$ cat config.mk
export PLATFORM = sky130hd
export DESIGN_NAME = fire_sequencer_flat
export DESIGN_NICKNAME = d
export VERILOG_FILES = /design/src/rtl/fire_seq_pkg.sv /design/src/rtl/fire_sequencer_if.sv /design/src/rtl/seq_timer.sv /design/src/rtl/fire_sequencer.sv /design/src/flat_wrapper.sv
export SDC_FILE = /design/constraint.sdc
export NUM_CORES = 1
export LEC_CHECK = 0
export BUFFER_PORTS_ARGS = -buffer_cell sky130_fd_sc_hd__buf_2
export CAP_MARGIN = 20
export CORE_ASPECT_RATIO = 1.4
export CORE_MARGIN = 5
export CORE_UTILIZATION = 45
export CTS_CLUSTER_SIZE = 24
export DETAILED_ROUTE_END_ITERATION = 8
export PLACE_DENSITY = 0.72
export SYNTH_ARGS = -nofsm -noshare
export SYNTH_HDL_FRONTEND = slang
export SYNTH_SLANG_ARGS = --single-unit
$ cat constraint.sdc
create_clock -name clk -period 2.65 [get_ports clk]
set_input_delay 0.265 -clock clk [delete_from_list [all_inputs] [get_ports clk]]
set_output_delay 0.265 -clock clk [all_outputs]
set_load 0.01 [all_outputs]
$ cat src/rtl/fire_seq_pkg.sv
// -----------------------------------------------------------------------------
// fire_seq_pkg
// Shared types and default timing for the fire sequencer.
//   seq_state_t  : sequencer state, also driven onto state_dbg for the LED mux
//   fault_code_t : reason the sequencer is sitting in FAULT
//   *_DEF        : default timing parameters (timing values are in ticks)
// -----------------------------------------------------------------------------
package fire_seq_pkg;

  typedef enum logic [2:0] {
    IDLE, AIM, CHARGE, SETTLE, FIRE, COOLDOWN, FAULT
  } seq_state_t;

  typedef enum logic [1:0] {
    FC_NONE        = 2'b00,
    FC_ESTOP       = 2'b01,
    FC_AIM_TIMEOUT = 2'b10,
    FC_DISARMED    = 2'b11
  } fault_code_t;

  localparam int unsigned TICK_DIV_DEF     = 2**24;
  localparam logic [7:0]  AIM_TIMEOUT_DEF  = 8'd60;
  localparam logic [7:0]  SETTLE_TICKS_DEF = 8'd2;
  localparam logic [7:0]  FIRE_TICKS_DEF   = 8'd5;
  localparam logic [7:0]  COOL_TICKS_DEF   = 8'd10;

endpackage

$ cat src/rtl/fire_sequencer_if.sv
// -----------------------------------------------------------------------------
// fire_sequencer_if
// Command, interlock and relay signals between the SPI command register /
// operator panel (master) and the fire sequencer (slave).
//   command  : cmd_valid, cmd_ready, cmd_force
//   operator : armed, emergencyStop, clear_fault
//   axes     : aziDone, polDone, aim_load
//   relays   : comp_relay, solenoid_relay
//   status   : busy, fault, fault_code, state_dbg
// Build option SHOT_COUNTER_EN adds the 16-bit shot_count status output.
// -----------------------------------------------------------------------------
interface fire_sequencer_if;
  import fire_seq_pkg::*;

  logic        cmd_valid;
  logic        cmd_ready;
  logic [7:0]  cmd_force;
  logic        armed;
  logic        emergencyStop;
  logic        clear_fault;
  logic        aziDone;
  logic        polDone;
  logic        aim_load;
  logic        comp_relay;
  logic        solenoid_relay;
  logic        busy;
  logic        fault;
  fault_code_t fault_code;
  seq_state_t  state_dbg;
`ifdef SHOT_COUNTER_EN
  logic [15:0] shot_count;
`endif

  modport master (
    output cmd_valid, cmd_force, armed, emergencyStop, clear_fault, aziDone, polDone,
    input  cmd_ready, aim_load, comp_relay, solenoid_relay, busy, fault, fault_code,
`ifdef SHOT_COUNTER_EN
    input  shot_count,
`endif
    input  state_dbg
  );

  modport slave (
    input  cmd_valid, cmd_force, armed, emergencyStop, clear_fault, aziDone, polDone,
    output cmd_ready, aim_load, comp_relay, solenoid_relay, busy, fault, fault_code,
`ifdef SHOT_COUNTER_EN
    output shot_count,
`endif
    output state_dbg
  );

endinterface

$ cat src/rtl/seq_timer.sv
// -----------------------------------------------------------------------------
// seq_timer
// Tick prescaler plus an 8-bit loadable down-counter of ticks.
//   clk, rst     : clock, asynchronous active-high reset
//   i_load       : restart the prescaler and load i_load_val into the counter
//   i_load_val   : interval length in ticks
//   o_tick       : one-clk strobe every TICK_DIV clks
//   o_expired    : interval ends on the current tick (valid qualified by o_tick)
// Restarting the prescaler on load makes every interval exactly N*TICK_DIV
// clks long; a load of 0 ends on the first tick, same as a load of 1.
// -----------------------------------------------------------------------------
module seq_timer #(
  parameter int unsigned TICK_DIV = 16
) (
  input  logic       clk,
  input  logic       rst,
  input  logic       i_load,
  input  logic [7:0] i_load_val,
  output logic       o_tick,
  output logic       o_expired
);

  localparam int unsigned PW = (TICK_DIV > 1) ? $clog2(TICK_DIV) : 1;

  logic [PW-1:0] r_pre;
  logic [7:0]    r_cnt;

  assign o_tick    = (r_pre == PW'(TICK_DIV - 1));
  assign o_expired = (r_cnt <= 8'd1);

  // NOTE: sequential state uses non-blocking assignments so every register
  // samples pre-edge values and simulation order cannot change the result.
  always_ff @(posedge clk or posedge rst) begin
    if (rst) begin
      r_pre <= '0;
      r_cnt <= '0;
    end else if (i_load) begin
      r_pre <= '0;
      r_cnt <= i_load_val;
    end else if (o_tick) begin
      r_pre <= '0;
      if (r_cnt != 8'd0) r_cnt <= r_cnt - 8'd1;
    end else begin
      r_pre <= r_pre + PW'(1);
    end
  end

endmodule

$ cat src/rtl/fire_sequencer.sv
// -----------------------------------------------------------------------------
// fire_sequencer
// Ordered, interlocked shot controller: AIM -> CHARGE -> SETTLE -> FIRE ->
// COOLDOWN, with FAULT on emergency stop, aim timeout or disarm at fire.
//   clk, rst : clock, asynchronous active-high reset
//   bus      : fire_sequencer_if.slave (command, operator, axes, relays, status)
// Build option SHOT_COUNTER_EN adds a saturating count of FIRE entries on
// bus.shot_count; without it the counter does not exist.
// Outputs are registered from the next state; the two relays are further
// gated by emergencyStop so they drop in the same cycle the stop rises.
// -----------------------------------------------------------------------------
module fire_sequencer
  import fire_seq_pkg::*;
#(
  parameter int unsigned TICK_DIV     = TICK_DIV_DEF,
  parameter logic [7:0]  AIM_TIMEOUT  = AIM_TIMEOUT_DEF,
  parameter logic [7:0]  SETTLE_TICKS = SETTLE_TICKS_DEF,
  parameter logic [7:0]  FIRE_TICKS   = FIRE_TICKS_DEF,
  parameter logic [7:0]  COOL_TICKS   = COOL_TICKS_DEF
) (
  input  logic           clk,
  input  logic           rst,
  fire_sequencer_if.slave bus
);

  seq_state_t  r_state, w_next;
  fault_code_t r_code, w_code;
  logic [7:0]  r_force;
  logic        r_cmd_ready, r_busy, r_fault, r_aim_load, r_comp, r_sol;
  logic        w_load, w_tick, w_expired, w_timeout, w_aimed;
  logic [7:0]  w_load_val;

  seq_timer #(.TICK_DIV(TICK_DIV)) u_timer (
    .clk        (clk),
    .rst        (rst),
    .i_load     (w_load),
    .i_load_val (w_load_val),
    .o_tick     (w_tick),
    .o_expired  (w_expired)
  );

  assign w_timeout = w_tick && w_expired;
  assign w_aimed   = bus.aziDone && bus.polDone;

  // Priority: emergency stop, then timer expiry, then done/advance.
  // NOTE: every output of this block gets a default first, so no path can
  // leave one unassigned and infer a latch.
  always_comb begin
    w_next     = r_state;
    w_code     = r_code;
    w_load     = 1'b0;
    w_load_val = 8'd0;
    if (r_state != IDLE && bus.emergencyStop) begin
      w_next = FAULT;
      w_code = FC_ESTOP;
    end else begin
      case (r_state)
        IDLE: if (bus.cmd_valid && r_cmd_ready && !bus.emergencyStop) begin
          w_next = AIM; w_code = FC_NONE; w_load = 1'b1; w_load_val = AIM_TIMEOUT;
        end
        AIM: if (w_timeout) begin
          w_next = FAULT; w_code = FC_AIM_TIMEOUT;
        end else if (w_aimed) begin
          w_next = CHARGE; w_load = 1'b1; w_load_val = r_force;
        end
        // A zero force leaves CHARGE on the next clk without waiting for a tick.
        CHARGE: if (r_force == 8'd0 || w_timeout) begin
          w_next = SETTLE; w_load = 1'b1; w_load_val = SETTLE_TICKS;
        end
        SETTLE: if (w_timeout) begin
          if (!bus.armed) begin
            w_next = FAULT; w_code = FC_DISARMED;
          end else if (w_aimed) begin
            w_next = FIRE; w_load = 1'b1; w_load_val = FIRE_TICKS;
          end else begin
            w_next = AIM; w_load = 1'b1; w_load_val = AIM_TIMEOUT;
          end
        end
        FIRE: if (w_timeout) begin
          w_next = COOLDOWN; w_load = 1'b1; w_load_val = COOL_TICKS;
        end
        COOLDOWN: if (w_timeout) w_next = IDLE;
        FAULT: if (bus.clear_fault) begin
          w_next = IDLE; w_code = FC_NONE;
        end
        default: w_next = IDLE;
      endcase
    end
  end

  always_ff @(posedge clk or posedge rst) begin
    if (rst) begin
      r_state     <= IDLE;
      r_code      <= FC_NONE;
      r_force     <= 8'd0;
      r_cmd_ready <= 1'b1;
      r_busy      <= 1'b0;
      r_fault     <= 1'b0;
      r_aim_load  <= 1'b0;
      r_comp      <= 1'b0;
      r_sol       <= 1'b0;
    end else begin
      r_state     <= w_next;
      r_code      <= w_code;
      if (r_state == IDLE && w_next == AIM) r_force <= bus.cmd_force;
      r_cmd_ready <= (w_next == IDLE);
      r_busy      <= (w_next != IDLE);
      r_fault     <= (w_next == FAULT);
      r_aim_load  <= (w_next inside {AIM, CHARGE, SETTLE, FIRE});
      r_comp      <= (w_next == CHARGE) && (r_force != 8'd0);
      r_sol       <= (w_next == FIRE);
    end
  end

`ifdef SHOT_COUNTER_EN
  logic [15:0] r_shot_count;

  always_ff @(posedge clk or posedge rst) begin
    if (rst) begin
      r_shot_count <= 16'd0;
    end else if (w_next == FIRE && r_state != FIRE && r_shot_count != 16'hFFFF) begin
      r_shot_count <= r_shot_count + 16'd1;
    end
  end

  assign bus.shot_count = r_shot_count;
`endif

  assign bus.cmd_ready      = r_cmd_ready;
  assign bus.busy           = r_busy;
  assign bus.fault          = r_fault;
  assign bus.fault_code     = r_code;
  assign bus.state_dbg      = r_state;
  assign bus.aim_load       = r_aim_load;
  assign bus.comp_relay     = r_comp && !bus.emergencyStop;
  assign bus.solenoid_relay = r_sol && !bus.emergencyStop;

  a_interlock: assert property (@(posedge clk) disable iff (rst)
    !(bus.comp_relay && bus.solenoid_relay));

endmodule
$ cat src/flat_wrapper.sv
// flat-port wrapper written by rule: the top's interface ports become plain ports
module fire_sequencer_flat import fire_seq_pkg::*;
#(
  parameter int unsigned TICK_DIV     = TICK_DIV_DEF,
  parameter logic [7:0]  AIM_TIMEOUT  = AIM_TIMEOUT_DEF,
  parameter logic [7:0]  SETTLE_TICKS = SETTLE_TICKS_DEF,
  parameter logic [7:0]  FIRE_TICKS   = FIRE_TICKS_DEF,
  parameter logic [7:0]  COOL_TICKS   = COOL_TICKS_DEF
)
  (clk, rst, bus_cmd_valid, bus_cmd_force, bus_armed, bus_emergencyStop, bus_clear_fault, bus_aziDone, bus_polDone, bus_cmd_ready, bus_aim_load, bus_comp_relay, bus_solenoid_relay, bus_busy, bus_fault, bus_fault_code, bus_state_dbg);
  fire_sequencer_if bus_i ();
  input  logic clk;
  input  logic rst;
  input wire logic [$bits(bus_i.cmd_valid)-1:0] bus_cmd_valid;
  input wire logic [$bits(bus_i.cmd_force)-1:0] bus_cmd_force;
  input wire logic [$bits(bus_i.armed)-1:0] bus_armed;
  input wire logic [$bits(bus_i.emergencyStop)-1:0] bus_emergencyStop;
  input wire logic [$bits(bus_i.clear_fault)-1:0] bus_clear_fault;
  input wire logic [$bits(bus_i.aziDone)-1:0] bus_aziDone;
  input wire logic [$bits(bus_i.polDone)-1:0] bus_polDone;
  output wire logic [$bits(bus_i.cmd_ready)-1:0] bus_cmd_ready;
  output wire logic [$bits(bus_i.aim_load)-1:0] bus_aim_load;
  output wire logic [$bits(bus_i.comp_relay)-1:0] bus_comp_relay;
  output wire logic [$bits(bus_i.solenoid_relay)-1:0] bus_solenoid_relay;
  output wire logic [$bits(bus_i.busy)-1:0] bus_busy;
  output wire logic [$bits(bus_i.fault)-1:0] bus_fault;
  output wire logic [$bits(bus_i.fault_code)-1:0] bus_fault_code;
  output wire logic [$bits(bus_i.state_dbg)-1:0] bus_state_dbg;
  assign bus_i.cmd_valid = bus_cmd_valid;
  assign bus_i.cmd_force = bus_cmd_force;
  assign bus_i.armed = bus_armed;
  assign bus_i.emergencyStop = bus_emergencyStop;
  assign bus_i.clear_fault = bus_clear_fault;
  assign bus_i.aziDone = bus_aziDone;
  assign bus_i.polDone = bus_polDone;
  assign bus_cmd_ready = bus_i.cmd_ready;
  assign bus_aim_load = bus_i.aim_load;
  assign bus_comp_relay = bus_i.comp_relay;
  assign bus_solenoid_relay = bus_i.solenoid_relay;
  assign bus_busy = bus_i.busy;
  assign bus_fault = bus_i.fault;
  assign bus_fault_code = bus_i.fault_code;
  assign bus_state_dbg = bus_i.state_dbg;
  fire_sequencer #(.TICK_DIV(TICK_DIV), .AIM_TIMEOUT(AIM_TIMEOUT), .SETTLE_TICKS(SETTLE_TICKS), .FIRE_TICKS(FIRE_TICKS), .COOL_TICKS(COOL_TICKS)) u_core (.clk(clk), .rst(rst), .bus(bus_i));
endmodule
==> impl_metrics.py, run 1 <==
metrics = {
    "sta": {
        "hold_viol": 0,
        "post-route-min-period_ns": 2.50,
        "clock_skew_ns": 0.0168,
        "slew_violations": 0,
        "worst_pin_slew_ns": 0.541,
        "fmax_mhz": 400,
        "worst_slack_ns": 0.149,
        "finalCritPeriodShare_pct": 94.4,
        "setup_violations": 0,
        "slew_headroom_pct": 64.0,
    },
    "global_routing": {
        "grt_usage_pct": 16.9,
        "grt_pass1_wl_um": 11600,
        "globalRouteOverflowTotal": 0,
        "antenna_found_initial": 0,
        "first_global_vias": 2473,
        "grt_max_degree": 52,
    },
    "routing": {
        "dr.pass1.iters": 4,
        "vias": 2449,
        "ant_nets": 0,
        "drt_iter0_markers": 151,
        "drc": 0,
        "wl_per_cell_um": 16.0,
        "routed_wl_um": 6690,
        "via_per_inst": 5.86,
    },
    "cts": {
        "cts.clk_slew.worst_paths_ns": 0.11,
        "cts-root-buf": "clkbuf_8",
        "cts.sinks": 51,
        "insertion_delay_ns": 0.31,
        "htree_levels": 2,
        "cts_tree": "yes",
        "clock_path_buffers": 2,
        "cts_buffers": 5,
    },
    "placement": {
        "dpl_cell_area_um2": 3270,
        "place_ws_ns": -0.00885,
        "place_hpwl_um": 4800,
        "globalplace.congestion": 0.969,
        "dp.cells": 401,
        "portBuffers": 26,
    },
    "worst_setup_path": {
        "end_kind": "flop",
        "critPathMaxStageDelay_ns": 0.39,
        "critical-path-top-delay-family": "simple AND/OR/NAND/NOR gates",
        "cp_slowest_cell": "dfrtp_1",
        "cp_cell_sequence": "ha_2, nand4_1, nor4_4, buf_4, nand4_1, a221oi_1, buf_4, o31a_4, mux2i_2",
        "path_buf_inv": 2,
        "cp_max_fo": 7,
        "cp.required_ns": 2.87,
        "crit_arrival_ns": 2.72,
        "cp-start-kind": "flop",
        "path_class": "reg2reg",
    },
    "finish": {
        "nFillCells": 589,
        "layout.cells.non_filler": 418,
        "final_nets": 363,
        "area_growth_syn_to_layout_pct": 16.1,
        "final_layout_size_suffix_gt1_share_pct": 27.3,
        "postLayoutCoreUtil_pct": 53.4,
        "fin_area_um2": 3480,
        "diodes": 0,
    },
    "power": {
        "finalPower_uw": 3500,
        "switching_share_pct": 42.1,
        "power.internal_uw": 2030,
        "power.switching_uw": 1480,
        "seq_power_share_pct": 42.0,
        "pwr-share-comb_pct": 45.0,
        "p_leak_uw": 0.00154,
        "power.share.clock_pct": 13.0,
        "p_per_area_nw_per_um2": 1010,
        "peakVddDrop_mv": 0.491,
    },
    "yosys": {
        "yosysMostFrequentCell": "dfrtp_1",
        "synth_area_leaders": "dfrtp_1 (42%), xor2_1 (4.7%), nor3_2 (3.7%), xnor2_1 (3.5%), mux2_2 (3.4%)",
        "synth_commonest_cells": "dfrtp_1 (50), nor2_1 (23), nand2_1 (18), nand3_1 (17), xor2_1 (16)",
        "avgSynthCellArea_um2": 10.0,
        "async_reset_ff_share_pct": 100,
        "ys_ff_latch": 51,
        "ys_types": 53,
        "syn_nets": 319,
        "yosys_warnings": 0,
        "syn_inst": 299,
        "netlist_area_um2": 3000,
        "yosysTopAreaCellShare_pct": 41.7,
        "synth-edff-count": 0,
        "ys.flop_type": "dfrtp_1",
        "yosysTopAreaCell": "dfrtp_1",
        "ys_seq_area_share_pct": 42.6,
    },
    "floorplan": {
        "die_x_um": 79.0,
        "start_util_pct": 46.0,
        "rows": 35,
        "fp.dieH_um": 107,
        "ios": 27,
        "dieArea_um2": 8420,
        "fp.coreArea_um2": 6530,
    },
    "worst_hold_path": {
        "hp-class": "in2reg",
    },
    "outcome": {
        "status": "finished, final reports clean",
    },
    "job": {
        "cap_violations": 0,
    },
}
-- timing repair --
item / in CTS / in global routing
hold buffers: 0 / 1
setup buffers: 0 / 6
endpoints found under the setup margin: 2 / 28
endpoints found under the hold margin: 0 / 14
pin swaps: 0 / 4
gates cloned: 0 / 1
gates resized for setup: 1 / 7
-- cell families after synthesis --
| kind of cell | synth area share [%] |
|---|---|
| mux | 5.72 |
| compound gates | 10.6 |
| buf+inv | 4.09 |
| simple gates | 27.1 |
| fa+ha+maj | 1.67 |
| flops | 42.6 |
| xor+xnor | 8.18 |
-- state kept, by name, indices dropped and copies added, names as in the netlist --
signal / flops
u_core.bus.state_dbg: 3
u_core.bus.busy: 1
u_core.r_force: 8
u_core.r_comp: 1
u_core.r_sol: 1
u_core.bus.aim_load: 1
u_core.bus.cmd_ready: 1
u_core.u_timer.r_pre: 24
u_core.bus.fault_code: 2
u_core.u_timer.r_cnt: 8
u_core.bus.fault: 1
-- worst paths after layout --
check                      slack, ns                  endpoint  cells after the start                      from
max reg2reg                     0.15   u_core.u_timer.r_cnt[4]                      9   u_core.u_timer.r_pre[0]
min in group asynchronous       0.51   u_core.u_timer.r_cnt[6]                      3                       rst
max in group asynchronous       1.60  u_core.u_timer.r_pre[20]                      4                       rst
max                             0.15   u_core.u_timer.r_cnt[4]                      9   u_core.u_timer.r_pre[0]
min reg2reg                     0.52  u_core.bus.fault_code[0]                      1  u_core.bus.fault_code[0]
min                             0.18         u_core.r_force[0]                      2          bus_cmd_force[0]
-- through the flow --
step	setup TNS (ns)	hold slack, ns
3_5_place_dp	-0.00885	0.503
6_report	0	0.180
3_3_place_gp	0	0.493
2_1_floorplan	0	0.417
5_1_grt	-0.0203	0.167
4_1_cts	0	0.175
-- final cells by class --
cell class	instances	area [µm²]	share of cell area (%)
clock inverters	3	18.8	0.539
clock buffers	5	68.8	1.98
well taps	74	92.6	2.66
inverters	9	33.8	0.970
flip-flops and latches	51	1280	36.7
multi-input cells	227	1650	47.3
repair buffers	49	343	9.84
-- layer usage --
layer	wire length [µm]	global-route usage [%]	share of wire [%]	vias to the layer above
li1	-	-	-	1186
met1	2730	20.4	41	1177
met2	3580	30.2	53	76
met3	290	2.86	4.3	10
met4	99	5.28	1.5	0
met5	0	0	0	-
-- cells in the final DEF, fill, tap and decap left out, types with 8 or more instances in the layout --
cell type and instances:
buf_4 19, dfrtp_1 50, nor3_1 15, nand4_1 13, nand2_1 18, nor2_1 22
buf_2 26, inv_1 8, mux2_2 9, a21oi_1 11, nand3_1 17, xnor2_1 12
nor3_2 11, xor2_1 16
-- power groups by stage --
stage / combinational (µW) / clock [µW] / sequential (µW)
after floorplan: 1110 / 0 / 1400
after global placement: 1400 / 0 / 1460
after detailed placement: 1440 / 0 / 1470
after CTS: 1460 / 471 / 1470
after global routing: 1770 / 504 / 1530
final: 1580 / 456 / 1470
Note: power is estimated with default switching activity, not from simulation.
==> run 2: changes to the inputs <==
--- a/config.mk
+++ b/config.mk
@@ -7,12 +7,15 @@
 export LEC_CHECK = 0
 export BUFFER_PORTS_ARGS = -buffer_cell sky130_fd_sc_hd__buf_2
 export CAP_MARGIN = 20
+export CELL_PAD_IN_SITES_DETAIL_PLACEMENT = 0
+export CELL_PAD_IN_SITES_GLOBAL_PLACEMENT = 1
 export CORE_ASPECT_RATIO = 1.4
 export CORE_MARGIN = 5
 export CORE_UTILIZATION = 45
+export CTS_CLUSTER_DIAMETER = 60
 export CTS_CLUSTER_SIZE = 24
 export DETAILED_ROUTE_END_ITERATION = 8
-export PLACE_DENSITY = 0.72
+export PLACE_DENSITY = 0.86
 export SYNTH_ARGS = -nofsm -noshare
 export SYNTH_HDL_FRONTEND = slang
 export SYNTH_SLANG_ARGS = --single-unit
==> run 2 against run 1 <==
  * Sequential share of layout area rose by 0.43 points
  * Setup slack got worse by 0.040 ns
  * Utilization decreased by 0.61 points
  * Worst hold slack worse by 0.0056 ns
  * Sequential power hardly changed
  * Critical path depth is the same
  * First-iteration DRC count fell by 53%
  * Count of clock-buffer cells in the layout is the same
  * Non-clock buffer count down 5
  * Sequential cell count unchanged
  * Cell count down 1.4%
  * Global-route usage fell by 0.94 points
  * Critical path type unchanged
  * Largest power group unchanged
  * Highest routed layer unchanged
==> impl_metrics.py, run 2 (synthesis results as in run 1) <==
metrics = {
    "routing": {
        "ant_nets": 0,
        "dr.pass1.iters": 5,
        "vias": 2388,
        "drt_iter0_markers": 71,
        "wl_per_cell_um": 15.5,
        "routed_wl_um": 6410,
        "via_per_inst": 5.80,
        "drc": 0,
    },
    "power": {
        "finalPower_uw": 3520,
        "switching_share_pct": 41.0,
        "power.share.clock_pct": 15.6,
        "power.internal_uw": 2080,
        "peakVddDrop_mv": 0.581,
        "power.switching_uw": 1450,
        "p_leak_uw": 0.00152,
        "p_per_area_nw_per_um2": 1020,
        "seq_power_share_pct": 42.0,
        "pwr-share-comb_pct": 42.4,
    },
    "placement": {
        "portBuffers": 26,
        "dp.cells": 398,
        "globalplace.congestion": 0.884,
        "dpl_cell_area_um2": 3240,
        "place_hpwl_um": 4670,
        "place_ws_ns": 0.0461,
    },
    "worst_setup_path": {
        "cp.required_ns": 2.87,
        "end_kind": "flop",
        "reg2reg_slack_ns": 0.11,
        "cp_max_fo": 24,
        "cp_slowest_cell": "o31a_4",
        "critPathMaxStageDelay_ns": 0.43,
        "crit_arrival_ns": 2.76,
        "cp-start-kind": "flop",
        "path_class": "reg2reg",
        "cp_cell_sequence": "ha_2, nand4_1, nor4_4, buf_4, a31oi_4, and2_4, o31a_4, buf_12, nor3_1",
    },
    "floorplan": {
        "ios": 27,
        "fp.coreArea_um2": 6530,
        "dieArea_um2": 8420,
        "start_util_pct": 46.0,
        "die_x_um": 79.0,
        "fp.dieH_um": 107,
        "rows": 35,
    },
    "finish": {
        "most-common-layout-cells": "dfrtp_1 (50), buf_2 (26), nor2_1 (22), nand2_1 (18), nand3_1 (17)",
        "layout_commonest_cell": "dfrtp_1",
        "area_growth_syn_to_layout_pct": 14.8,
        "top_register": "u_core.u_timer.r_pre",
        "diodes": 0,
        "largestRegisters": "u_core.u_timer.r_pre (24), u_core.r_force (8), u_core.u_timer.r_cnt (8)",
        "fin_area_um2": 3440,
        "layout.cells.non_filler": 412,
        "final_layout_size_suffix_gt1_share_pct": 25.7,
        "largest_reg_flops": 24,
        "final_nets": 357,
        "nFillCells": 574,
        "regArea_um2": 1280,
        "multi_input_area_um2": 1640,
    },
    "sta": {
        "post-route-min-period_ns": 2.54,
        "hold_viol": 0,
        "setup_violations": 0,
        "slew_headroom_pct": 63.9,
        "hold_ws_ns": 0.174,
        "worst_pin_slew_ns": 0.542,
        "slew_violations": 0,
        "clock_skew_ns": 0.0258,
        "worst_slack_ns": 0.109,
        "finalCritPeriodShare_pct": 95.9,
        "fmax_mhz": 394,
    },
    "global_routing": {
        "grt_pass1_wl_um": 10900,
        "globalRouteOverflowTotal": 0,
        "grt_max_degree": 28,
        "first_global_vias": 2299,
        "grt_usage_pct": 16.0,
        "antenna_found_initial": 0,
    },
    "cts": {
        "clock_path_buffers": 2,
        "cts_buffers": 5,
        "cts-root-buf": "clkbuf_8",
        "htree_levels": 2,
        "cts_tree": "yes",
        "cts.sinks": 51,
        "insertion_delay_ns": 0.31,
        "cts.clk_slew.worst_paths_ns": 0.11,
    },
    "worst_hold_path": {
        "hp-class": "in2reg",
    },
    "job": {
        "cap_violations": 0,
    },
    "outcome": {
        "status": "finished, final reports clean",
    },
}
run 2: changes by cell type in the layout (fill, tap and decap cells not counted), sizes merged:
cell      before  now
buf           48   43
clkinv         2    0
bufinv         0    1
clkinvlp       0    1
o31a           2    1
run 2: layout make-up:
cell class / instances / share of cell area [%]
sequential: 51 / 37.1
multi-input combinational: 226 / 47.7
inverter: 9 / 0.981
tap: 74 / 2.69
clock buffer: 5 / 2.00
timing repair buffer: 44 / 8.14
clock inverter: 3 / 1.34
run 2: path summary, 6_finish.rpt:
kind                                          from                  endpoint  depth (start not counted)
min                               bus_cmd_force[0]         u_core.r_force[0]                          2
min reg2reg                u_core.u_timer.r_pre[0]   u_core.u_timer.r_pre[0]                          1
max                        u_core.u_timer.r_pre[0]  u_core.u_timer.r_pre[15]                          9
min in group asynchronous                      rst   u_core.u_timer.r_cnt[7]                          3
max in group asynchronous                      rst  u_core.u_timer.r_pre[22]                          4
max reg2reg                u_core.u_timer.r_pre[0]  u_core.u_timer.r_pre[15]                          9
run 2: what timing repair did:
item / CTS / global route
hold buffers: 1 / 0
resized for setup: 0 / 7
hold endpoints to repair: 23 / 0
endpoints found under the setup margin: 0 / 36
buffers inserted: 0 / 5
run 2: power groups by stage:
stage                     sequential, µW  clock, µW  combinational [µW]
after floorplan                     1400          0                1110
after global placement              1470          0                1360
after detailed placement            1480          0                1390
after CTS                           1470        569                1400
after global routing                1540        606                1660
final                               1480        548                1490
run 2: routing by layer:
| metal | global-route usage, % | up-vias | wire, µm |
|---|---|---|---|
| li1 | - | 1171 | - |
| met1 | 20.6 | 1163 | 2820 |
| met2 | 26.3 | 44 | 3290 |
| met3 | 2.86 | 10 | 168 |
| met4 | 6.39 | 0 | 133 |
| met5 | 0 | - | 0 |
run 2: critical path, delay by kind of cell (launching register included):
family                   cells  cell delay (ns)
AO/OA/AOI/OAI                2             0.56
AND/OR/NAND/NOR              4             0.87
buffers and inverters        2             0.37
flip-flops                   1             0.41
adder cells (fa/ha/maj)      1             0.22
run 2: stage by stage:
stage,utilization (%),TNS (ns)
2_1_floorplan,-,0
3_3_place_gp,49.6,0
3_5_place_dp,49.6,0
4_1_cts,51.5,0
5_1_grt,52.8,-0.273
6_report,52.8,0
